`config.mk`:
```
export PLATFORM = sky130hd
export DESIGN_NAME = fft_peak_detect_flat
export DESIGN_NICKNAME = d
export VERILOG_FILES = /design/src/rtl/fft_pkg.sv /design/src/rtl/fft_peak_detect_if.sv /design/src/rtl/mag_approx.sv /design/src/rtl/fft_peak_detect.sv /design/src/flat_wrapper.sv
export SDC_FILE = /design/constraint.sdc
export NUM_CORES = 1
export LEC_CHECK = 0
export ABC_CLOCK_PERIOD_IN_PS = 5290
export BUFFER_PORTS_ARGS = -buffer_cell sky130_fd_sc_hd__buf_2
export CAP_MARGIN = 20
export CORE_UTILIZATION = 40
export CTS_BUF_LIST = sky130_fd_sc_hd__clkbuf_4 sky130_fd_sc_hd__clkbuf_8
export DETAILED_ROUTE_END_ITERATION = 10
export PLACE_DENSITY_LB_ADDON = 0.2
export SYNTH_ARGS = -nofsm -noshare
export SYNTH_HDL_FRONTEND = slang
export SYNTH_SLANG_ARGS = --single-unit
```
`constraint.sdc`:
```
create_clock -name clk -period 5.29 [get_ports clk]
set_clock_uncertainty 0.2 [all_clocks]
set_input_delay 0.529 -clock clk [delete_from_list [all_inputs] [get_ports clk]]
set_output_delay 0.529 -clock clk [all_outputs]
set_load 0.02 [all_outputs]
```
`src/rtl/fft_pkg.sv`:
```
// Shared constants and state encoding for the FFT post-processing blocks.
package fft_pkg;

  localparam int FFT_DW     = 16;
  localparam int FFT_IDX_W  = 12;
  localparam int FFT_N_BINS = 4096;
  localparam int FFT_MAG_W  = FFT_DW + 1;

  typedef enum logic {
    ST_IDLE = 1'b0,
    ST_ACC  = 1'b1
  } pk_state_e;

endpackage

```
`src/rtl/fft_peak_detect_if.sv`:
```
// FFT bin stream into the peak finder and the per-frame peak result out of it.
interface fft_peak_detect_if import fft_pkg::*; #(
  parameter int DW    = FFT_DW,
  parameter int IDX_W = FFT_IDX_W
) ();

  logic signed [DW-1:0] s_real;
  logic signed [DW-1:0] s_imag;
  logic [IDX_W-1:0]     s_index;
  logic [7:0]           s_blk_exp;
  logic                 s_valid;

  logic [IDX_W-1:0]     peak_bin;
  logic [DW:0]          peak_mag;
  logic [7:0]           peak_exp;
  logic                 peak_valid;
  logic                 busy;

  modport master (
    output s_real, s_imag, s_index, s_blk_exp, s_valid,
    input  peak_bin, peak_mag, peak_exp, peak_valid, busy
  );

  modport slave (
    input  s_real, s_imag, s_index, s_blk_exp, s_valid,
    output peak_bin, peak_mag, peak_exp, peak_valid, busy
  );

endinterface

```
`src/rtl/mag_approx.sv`:
```
// Two-stage alpha-max-beta-min magnitude: saturated abs, then max + min/2.
// A sideband word travels alongside so callers can keep index/flags aligned.
module mag_approx import fft_pkg::*; #(
  parameter int DW   = FFT_DW,
  parameter int SB_W = 1
) (
  input  logic                 clk,
  input  logic                 rst,
  input  logic                 valid_i,
  input  logic signed [DW-1:0] re_i,
  input  logic signed [DW-1:0] im_i,
  input  logic [SB_W-1:0]      sb_i,
  output logic                 valid_o,
  output logic [DW:0]          mag_o,
  output logic [SB_W-1:0]      sb_o
);

  // The most negative code has no positive twin, so it clamps to full scale.
  function automatic logic [DW-2:0] sat_abs(input logic signed [DW-1:0] x);
    logic [DW-2:0] r;
    if (x == {1'b1, {(DW-1){1'b0}}}) r = {(DW-1){1'b1}};
    else if (x[DW-1])                r = (DW-1)'(-x);
    else                             r = x[DW-2:0];
    return r;
  endfunction

  logic            v1_q, v2_q;
  logic [DW-2:0]   are_d, aim_d, are_q, aim_q;
  logic [DW-2:0]   mx, mn;
  logic [DW:0]     mag_d, mag_q;
  logic [SB_W-1:0] sb1_q, sb2_q;

  always_comb begin
    are_d = sat_abs(re_i);
    aim_d = sat_abs(im_i);
    mx    = are_q;
    mn    = aim_q;
    if (aim_q > are_q) begin
      mx = aim_q;
      mn = are_q;
    end
    mag_d = {2'b00, mx} + {3'b000, mn[DW-2:1]};
  end

  always_ff @(posedge clk) begin
    if (rst) begin
      v1_q <= 1'b0;
      v2_q <= 1'b0;
    end else begin
      v1_q <= valid_i;
      v2_q <= v1_q;
    end
  end

  always_ff @(posedge clk) begin
    are_q <= are_d;
    aim_q <= aim_d;
    sb1_q <= sb_i;
    mag_q <= mag_d;
    sb2_q <= sb1_q;
  end

  assign valid_o = v2_q;
  assign mag_o   = mag_q;
  assign sb_o    = sb2_q;

endmodule

```
`src/rtl/fft_peak_detect.sv`:
```
// Per-frame peak bin finder over a bin window of the FFT output stream.
// Define PEAK_AVG_EN to report the mean of the last four frame peak magnitudes.
module fft_peak_detect import fft_pkg::*; #(
  parameter int DW     = FFT_DW,
  parameter int IDX_W  = FFT_IDX_W,
  parameter int N_BINS = FFT_N_BINS,
  parameter int BIN_LO = 1,
  parameter int BIN_HI = 2047
) (
  input logic               clk,
  input logic               rst,
  fft_peak_detect_if.slave  bus
);

  localparam int MAG_W = DW + 1;
  localparam int SB_W  = IDX_W + 8 + 3;

  logic [31:0]      idx_ext;
  logic             first_in, last_in, win_in;
  logic [SB_W-1:0]  sb_in, sb2;
  logic             v2;
  logic [MAG_W-1:0] mag2;
  logic             first2, last2, win2;
  logic [7:0]       exp2;
  logic [IDX_W-1:0] idx2;

  always_comb begin
    idx_ext  = 32'(bus.s_index);
    first_in = (bus.s_index == '0);
    last_in  = (bus.s_index == IDX_W'(N_BINS - 1));
    win_in   = (idx_ext >= 32'(BIN_LO)) && (idx_ext <= 32'(BIN_HI));
    sb_in    = {first_in, last_in, win_in, bus.s_blk_exp, bus.s_index};
  end

  mag_approx #(.DW(DW), .SB_W(SB_W)) u_mag (
    .clk     (clk),
    .rst     (rst),
    .valid_i (bus.s_valid),
    .re_i    (bus.s_real),
    .im_i    (bus.s_imag),
    .sb_i    (sb_in),
    .valid_o (v2),
    .mag_o   (mag2),
    .sb_o    (sb2)
  );

  assign {first2, last2, win2, exp2, idx2} = sb2;

  pk_state_e        state_q, state_d;
  logic [MAG_W-1:0] run_max_q, run_max_d;
  logic [IDX_W-1:0] run_bin_q, run_bin_d;
  logic [IDX_W-1:0] peak_bin_q, peak_bin_d;
  logic [MAG_W-1:0] peak_mag_q, peak_mag_d;
  logic [7:0]       peak_exp_q, peak_exp_d;
  logic             peak_valid_q, peak_valid_d;
  logic [MAG_W-1:0] base_max, cand_max, frame_mag;
  logic [IDX_W-1:0] base_bin, cand_bin;

  // A frame-start beat compares against a fresh accumulator, not the stale one.
  always_comb begin
    base_max = run_max_q;
    base_bin = run_bin_q;
    if (first2) begin
      base_max = '0;
      base_bin = IDX_W'(BIN_LO);
    end
    cand_max = base_max;
    cand_bin = base_bin;
    if (win2 && (mag2 > base_max)) begin
      cand_max = mag2;
      cand_bin = idx2;
    end
  end

`ifdef PEAK_AVG_EN
  logic [MAG_W-1:0] hist_q [3];
  logic [MAG_W+1:0] avg_sum;

  assign avg_sum   = (MAG_W+2)'(cand_max) + (MAG_W+2)'(hist_q[0])
                   + (MAG_W+2)'(hist_q[1]) + (MAG_W+2)'(hist_q[2]);
  assign frame_mag = avg_sum[MAG_W+1:2];

  always_ff @(posedge clk) begin
    if (rst) begin
      for (int i = 0; i < 3; i++) hist_q[i] <= '0;
    end else if (peak_valid_d) begin
      hist_q[0] <= cand_max;
      hist_q[1] <= hist_q[0];
      hist_q[2] <= hist_q[1];
    end
  end
`else
  assign frame_mag = cand_max;
`endif

  always_comb begin
    state_d      = state_q;
    run_max_d    = run_max_q;
    run_bin_d    = run_bin_q;
    peak_bin_d   = peak_bin_q;
    peak_mag_d   = peak_mag_q;
    peak_exp_d   = peak_exp_q;
    peak_valid_d = 1'b0;
    if (v2) begin
      if (first2) begin
        state_d   = ST_ACC;
        run_max_d = cand_max;
        run_bin_d = cand_bin;
      end else if (state_q == ST_ACC) begin
        if (last2) begin
          state_d      = ST_IDLE;
          peak_bin_d   = cand_bin;
          peak_mag_d   = frame_mag;
          peak_exp_d   = exp2;
          peak_valid_d = 1'b1;
        end else begin
          run_max_d = cand_max;
          run_bin_d = cand_bin;
        end
      end
    end
  end

  always_ff @(posedge clk) begin
    if (rst) begin
      state_q      <= ST_IDLE;
      run_max_q    <= '0;
      run_bin_q    <= '0;
      peak_bin_q   <= '0;
      peak_mag_q   <= '0;
      peak_exp_q   <= '0;
      peak_valid_q <= 1'b0;
    end else begin
      state_q      <= state_d;
      run_max_q    <= run_max_d;
      run_bin_q    <= run_bin_d;
      peak_bin_q   <= peak_bin_d;
      peak_mag_q   <= peak_mag_d;
      peak_exp_q   <= peak_exp_d;
      peak_valid_q <= peak_valid_d;
    end
  end

  assign bus.peak_bin   = peak_bin_q;
  assign bus.peak_mag   = peak_mag_q;
  assign bus.peak_exp   = peak_exp_q;
  assign bus.peak_valid = peak_valid_q;
  assign bus.busy       = (state_q == ST_ACC);

endmodule
```
`src/flat_wrapper.sv`:
```
// flat-port wrapper written by rule: the top's interface ports become plain ports
module fft_peak_detect_flat import fft_pkg::*;
#(
  parameter int DW     = FFT_DW,
  parameter int IDX_W  = FFT_IDX_W,
  parameter int N_BINS = FFT_N_BINS,
  parameter int BIN_LO = 1,
  parameter int BIN_HI = 2047
)
  (clk, rst, bus_s_real, bus_s_imag, bus_s_index, bus_s_blk_exp, bus_s_valid, bus_peak_bin, bus_peak_mag, bus_peak_exp, bus_peak_valid, bus_busy);
  fft_peak_detect_if #(.DW(DW), .IDX_W(IDX_W)) bus_i ();
  input logic clk;
  input logic rst;
  input wire logic [$bits(bus_i.s_real)-1:0] bus_s_real;
  input wire logic [$bits(bus_i.s_imag)-1:0] bus_s_imag;
  input wire logic [$bits(bus_i.s_index)-1:0] bus_s_index;
  input wire logic [$bits(bus_i.s_blk_exp)-1:0] bus_s_blk_exp;
  input wire logic [$bits(bus_i.s_valid)-1:0] bus_s_valid;
  output wire logic [$bits(bus_i.peak_bin)-1:0] bus_peak_bin;
  output wire logic [$bits(bus_i.peak_mag)-1:0] bus_peak_mag;
  output wire logic [$bits(bus_i.peak_exp)-1:0] bus_peak_exp;
  output wire logic [$bits(bus_i.peak_valid)-1:0] bus_peak_valid;
  output wire logic [$bits(bus_i.busy)-1:0] bus_busy;
  assign bus_i.s_real = bus_s_real;
  assign bus_i.s_imag = bus_s_imag;
  assign bus_i.s_index = bus_s_index;
  assign bus_i.s_blk_exp = bus_s_blk_exp;
  assign bus_i.s_valid = bus_s_valid;
  assign bus_peak_bin = bus_i.peak_bin;
  assign bus_peak_mag = bus_i.peak_mag;
  assign bus_peak_exp = bus_i.peak_exp;
  assign bus_peak_valid = bus_i.peak_valid;
  assign bus_busy = bus_i.busy;
  fft_peak_detect #(.DW(DW), .IDX_W(IDX_W), .N_BINS(N_BINS), .BIN_LO(BIN_LO), .BIN_HI(BIN_HI)) u_core (.clk(clk), .rst(rst), .bus(bus_i));
endmodule
```
==> flow_summary.html <==
<table>
<tr><th>Metric</th><th>Value</th></tr>
<tr><th colspan="2">Run status</th></tr>
<tr><td>Run status</td><td>complete, no violations</td></tr>
<tr><th colspan="2">Routing</th></tr>
<tr><td>Routed vias/inst</td><td>about 5</td></tr>
<tr><td>Total via count after detailed routing</td><td>around 5500</td></tr>
<tr><td>DR pass1 iterations</td><td>6</td></tr>
<tr><td>Number of remaining DRC errors</td><td>0</td></tr>
<tr><td>Remaining antenna violation count</td><td>0</td></tr>
<tr><td>Total Wirelength</td><td>15080 um</td></tr>
<tr><td>DRT iter0 DRCs</td><td>210</td></tr>
<tr><td>Final routed wire length divided by cell count</td><td>roughly 14 um</td></tr>
<tr><th colspan="2">Timing</th></tr>
<tr><td>Post-Route Setup TNS</td><td>0 ns</td></tr>
<tr><td>Slew at the pin with the worst max-slew slack</td><td>around 1.0 ns</td></tr>
<tr><td>Final critical-path share of the clock period</td><td>approximately four fifths</td></tr>
<tr><td>Top achievable clock speed</td><td>around 0.23 GHz</td></tr>
<tr><td>Crit path time final</td><td>between 4 and 5 ns</td></tr>
<tr><td>Count of final hold-check violations</td><td>0</td></tr>
<tr><td>Setup-violating endpoint count in the final report</td><td>0</td></tr>
<tr><td>Final count of pins violating max slew</td><td>0</td></tr>
<tr><td>Setup repair after global routing missed its margin</td><td>false</td></tr>
<tr><td>Relative slew slack</td><td>approximately 28%</td></tr>
<tr><th colspan="2">Clock tree</th></tr>
<tr><td>TritonCTS clock tree</td><td>yes</td></tr>
<tr><td>Clock root cell</td><td>clkbuf_8</td></tr>
<tr><td>Post_cts resized</td><td>0</td></tr>
<tr><td>Maximum level of the CTS H-tree</td><td>4</td></tr>
<tr><td>Clock Latency Late Sink</td><td>0.46 ns</td></tr>
<tr><td>Number of hold buffers added after CTS</td><td>18</td></tr>
<tr><td>Number of sinks handled by clock tree synthesis</td><td>162</td></tr>
<tr><td>Total setup buffers inserted after CTS</td><td>0</td></tr>
<tr><td>CTS Buf Count</td><td>17</td></tr>
<tr><td>Maximum number of buffers from clock root to sink</td><td>2</td></tr>
<tr><td>Clock input transition at the sequential cells of the worst setup and hold paths</td><td>roughly 0.09 ns</td></tr>
<tr><th colspan="2">Yosys</th></tr>
<tr><td>Synth unique cells</td><td>57</td></tr>
<tr><td>EDFF count, synth</td><td>0</td></tr>
<tr><td>Post-synthesis sequential element count</td><td>162</td></tr>
<tr><td>Top_reg_cell synth</td><td>dfxtp_1</td></tr>
<tr><td>Synth Net Count</td><td>about 870</td></tr>
<tr><td>Instance count of the mapped netlist</td><td>765</td></tr>
<tr><td>Average cell area after synthesis</td><td>9.310 sq um</td></tr>
<tr><td>Fraction of synthesis flops using an asynchronous set or reset pin</td><td>0%</td></tr>
<tr><td>Post-Synthesis Cell Area</td><td>a little over 7000 sq um</td></tr>
<tr><td>Synth warnings</td><td>0</td></tr>
<tr><td>Share of synthesized area occupied by flip-flops and latches</td><td>roughly 46%</td></tr>
<tr><th colspan="2">Hold path</th></tr>
<tr><td>Class of the tightest hold or removal check</td><td>in2reg</td></tr>
<tr><td>Worst min-delay path endpoint</td><td>u_core.u_mag.sb1_q[11]$_DFF_P_</td></tr>
<tr><td>Launch point of the worst hold path</td><td>bus_s_index[11]</td></tr>
<tr><td>Number of stages on the worst hold path</td><td>1</td></tr>
<tr><th colspan="2">GRT</th></tr>
<tr><td>Via count of the first global-routing pass</td><td>about 5000</td></tr>
<tr><td>Met1 usage in global routing</td><td>a little under a quarter</td></tr>
<tr><td>Pin count of the biggest net entering global routing</td><td>50</td></tr>
<tr><td>Global routing usage on met2</td><td>between 20% and 30%</td></tr>
<tr><td>Global routing usage on met3</td><td>4.265%</td></tr>
<tr><td>GRT Util Overall</td><td>between 10% and 20%</td></tr>
<tr><td>Antenna violations before repair</td><td>0</td></tr>
<tr><td>Busiest grt layer</td><td>met2</td></tr>
<tr><td>Global-route wire length before repair</td><td>24800 um</td></tr>
<tr><td>Residual overflow from global routing</td><td>0</td></tr>
<tr><th colspan="2">Worst setup path</th></tr>
<tr><td>FF-to-FF Start</td><td>u_core.u_mag.are_q[14]$_SDFF_PN1_</td></tr>
<tr><td>Most common cell on crit path</td><td>ha_1</td></tr>
<tr><td>CP arrival</td><td>4.46 ns</td></tr>
<tr><td>Sequence of cells on the critical path</td><td>inv_1 -&gt; ha_1 -&gt; and4_1 -&gt; nand3_1 -&gt; o21bai_1 -&gt; a21oi_2 -&gt; mux2_2 -&gt; ha_1 -&gt; a211o_1 -&gt; a2111o_1 -&gt; a41o_1 -&gt; nand4_1 -&gt; a21boi_0 -&gt; o21ba_2</td></tr>
<tr><td>Required time of the critical path</td><td>5.45 ns</td></tr>
<tr><td>Buffers and inverters on the worst path</td><td>1</td></tr>
<tr><td>Cell count along the critical path</td><td>14</td></tr>
<tr><td>Largest delay share family, worst path</td><td>compound AO/OA/AOI/OAI gates</td></tr>
<tr><td>Crit path max-delay cell type</td><td>a21oi_2</td></tr>
<tr><td>Worst setup path class</td><td>reg2reg</td></tr>
<tr><td>Reg2Reg Capture Point</td><td>u_core.u_mag.mag_o[15]$_DFF_P_</td></tr>
<tr><td>Register-to-register path setup slack</td><td>around 0.98 ns</td></tr>
<tr><td>Nature of the critical path startpoint</td><td>flip-flop</td></tr>
<tr><td>Endpoint type of the worst setup path</td><td>flip-flop</td></tr>
<tr><td>Critical path fanouts, max</td><td>19</td></tr>
<tr><td>Depth of the worst register-to-register path</td><td>14</td></tr>
<tr><td>Critical Path Max Stage Delay</td><td>~0.61 ns</td></tr>
<tr><th colspan="2">Place</th></tr>
<tr><td>Input/output buffers</td><td>just over 90</td></tr>
<tr><td>Placed Cells</td><td>~1100</td></tr>
<tr><td>Placer congestion estimate</td><td>between 0.7 and 0.8</td></tr>
<tr><td>DP HPWL</td><td>10450 um</td></tr>
<tr><th colspan="2">Die</th></tr>
<tr><td>Number of top-level design ports</td><td>94</td></tr>
<tr><td>Core area</td><td>approximately 17000 sq um</td></tr>
<tr><td>Effective utilization at floorplan</td><td>about 41%</td></tr>
<tr><td>Die span in y</td><td>about 140 um</td></tr>
<tr><td>Die footprint</td><td>about 18000 sq um</td></tr>
<tr><td>Horizontal die dimension</td><td>roughly 140 um</td></tr>
<tr><td>Placement Rows</td><td>between 40 and 50</td></tr>
<tr><th colspan="2">Run</th></tr>
<tr><td>Count of maximum capacitance violations</td><td>0</td></tr>
<tr><th colspan="2">Pwr</th></tr>
<tr><td>PD cells</td><td>about 380 nW/um^2</td></tr>
<tr><td>Max rail drop VDD</td><td>roughly 190 uV</td></tr>
<tr><td>Leakage dissipation</td><td>~0.0036 uW</td></tr>
<tr><th colspan="2">Finish</th></tr>
<tr><td># diodes</td><td>0</td></tr>
<tr><td>Non-filler instance count after layout</td><td>1103</td></tr>
<tr><td># fillers</td><td>about 1700</td></tr>
<tr><td>Layout cells sized above 1</td><td>about a fifth</td></tr>
<tr><td>Area added between synthesis and finish</td><td>17.27%</td></tr>
<tr><td>Number of nets at the end of the flow</td><td>a little under 1000</td></tr>
</table>
worst register-to-register path, stage by stage (launching register included):
cell and delay [ns]:
dfxtp_1 0.35, inv_1 0.05, ha_1 0.30, and4_1 0.23, nand3_1 0.11, o21bai_1 0.18
a21oi_2 0.61, mux2_2 0.43, ha_1 0.30, a211o_1 0.33, a2111o_1 0.40, a41o_1 0.28
nand4_1 0.12, a21boi_0 0.11, o21ba_2 0.20
cells in the mapped netlist, drive strengths merged (3+ instances only):
master	count	share of area, %
o31ai	3	0.32
o21ai	59	4.1
and3	4	0.35
nor3	7	0.49
xnor2	15	1.8
and4	3	0.37
mux2	30	4.7
nand2	104	5.5
xor2	20	2.5
a21oi	56	3.9
ha	47	8.3
nand4	9	0.79
nor2b	8	0.70
buf	8	0.65
nor4	3	0.26
o21a	5	0.53
o32ai	27	3.3
nand3	9	0.70
o21bai	5	0.53
or4	5	0.60
a21o	8	0.84
or3	5	0.44
a211oi	7	0.81
inv	55	2.9
nand2b	16	1.4
mux2i	12	1.7
clkbuf	29	1.5
dfxtp	162	46
nor2	16	0.88
state kept, by name, summed over array words and instances, names as in the netlist, 8 cells and up:
name and flops:
u_core.u_mag.sb1_q 23, u_core.u_mag.sb_o 23, u_core.bus.peak_mag 17, u_core.run_max_q 17, u_core.u_mag.mag_o 16, u_core.u_mag.aim_q 15
u_core.u_mag.are_q 15, u_core.bus.peak_bin 12, u_core.run_bin_q 12, u_core.bus.peak_exp 8
metrics by stage:
step	cell area, sq um	hold WS, ns	setup WS (ns)	power (uW)	util [%]
4_1_cts	8342	0.0001515	0.9418	3251	48.06
2_1_floorplan	7122	0.1096	1.278	2125	-
3_5_place_dp	7775	0.1121	0.9450	2353	44.80
3_3_place_gp	7775	0.1098	0.9819	2353	44.80
5_1_grt	8352	0.01044	0.6522	3442	48.12
6_report	8352	0.03713	0.9828	3209	48.12
cell families (layout without fill, tap and decap cells):
family	count (synthesis)	count (layout)	synth area share, %
AO/OA/AOI/OAI	190	190	16.88
XOR/XNOR	35	35	4.304
adder cells (fa/ha/maj)	48	48	8.538
buffers and inverters	92	205	5.077
flip-flops	162	162	45.54
multiplexers	42	42	6.430
AND/OR/NAND/NOR	196	196	13.23
worst max path at each step:
stage / startpoint / to / slack (ns)
after floorplan: u_core.u_mag.are_q[14]$_SDFF_PN1_ / u_core.u_mag.mag_o[15]$_DFF_P_ / 1.28
after CTS: u_core.u_mag.are_q[14]$_SDFF_PN1_ / u_core.u_mag.mag_o[15]$_DFF_P_ / 0.94
after global routing: u_core.u_mag.are_q[14]$_SDFF_PN1_ / u_core.u_mag.mag_o[14]$_DFF_P_ / 0.65
after detailed placement: u_core.u_mag.are_q[14]$_SDFF_PN1_ / u_core.u_mag.mag_o[15]$_DFF_P_ / 0.94
after global placement: u_core.u_mag.are_q[14]$_SDFF_PN1_ / u_core.u_mag.mag_o[15]$_DFF_P_ / 0.98
final: u_core.u_mag.are_q[14]$_SDFF_PN1_ / u_core.u_mag.mag_o[15]$_DFF_P_ / 0.98
per-layer routing:
metal  share of wire, %  vias up
li1                   -     2893
met1                 50     2505
met2                 45      114
met3                3.5       16
met4                1.3        0
met5                  0        -
cell type report:
cell class / count / area, sq um / area share [%]
Clock inverter: 13 / 125.1 / 1.498
Multi-Input combinational cell: 511 / 3533 / 42.31
Inverter: 55 / 206.4 / 2.472
Sequential cell: 162 / 3243 / 38.83
Timing Repair Buffer: 118 / 700.7 / 8.390
Tap cell: 225 / 281.5 / 3.371
Clock buffer: 19 / 261.5 / 3.131
layout by cell type, fill, tap and decap left out, types with 3 or more instances in the layout:
| master | instances |
|---|---|
| o32ai_1 | 27 |
| o21a_1 | 5 |
| and4_1 | 3 |
| clkinv_4 | 3 |
| clkinvlp_4 | 4 |
| dlygate4sd3_1 | 19 |
| and3_1 | 4 |
| a21o_1 | 8 |
| nor3_1 | 6 |
| ha_1 | 47 |
| dfxtp_1 | 162 |
| nand4_1 | 9 |
| o21ai_0 | 59 |
| clkbuf_8 | 19 |
| nor2b_1 | 8 |
| mux2i_1 | 12 |
| nor4_1 | 3 |
| a21oi_1 | 55 |
| nor2_1 | 15 |
| mux2_2 | 30 |
| or4_1 | 3 |
| buf_2 | 93 |
| inv_1 | 55 |
| nand3_1 | 8 |
| o21bai_1 | 5 |
| nand2_1 | 104 |
| buf_4 | 6 |
| xnor2_1 | 15 |
| xor2_1 | 20 |
| or3_1 | 5 |
| o31ai_1 | 3 |
| a211oi_1 | 6 |
| nand2b_1 | 16 |
report_power, final:
group          internal (uW)  switching (uW)  total [uW]
registers               1330            60.3        1390
logic                    433             508         941
clock network            403             476         878
No activity file was read; power rests on OpenSTA's default activity.
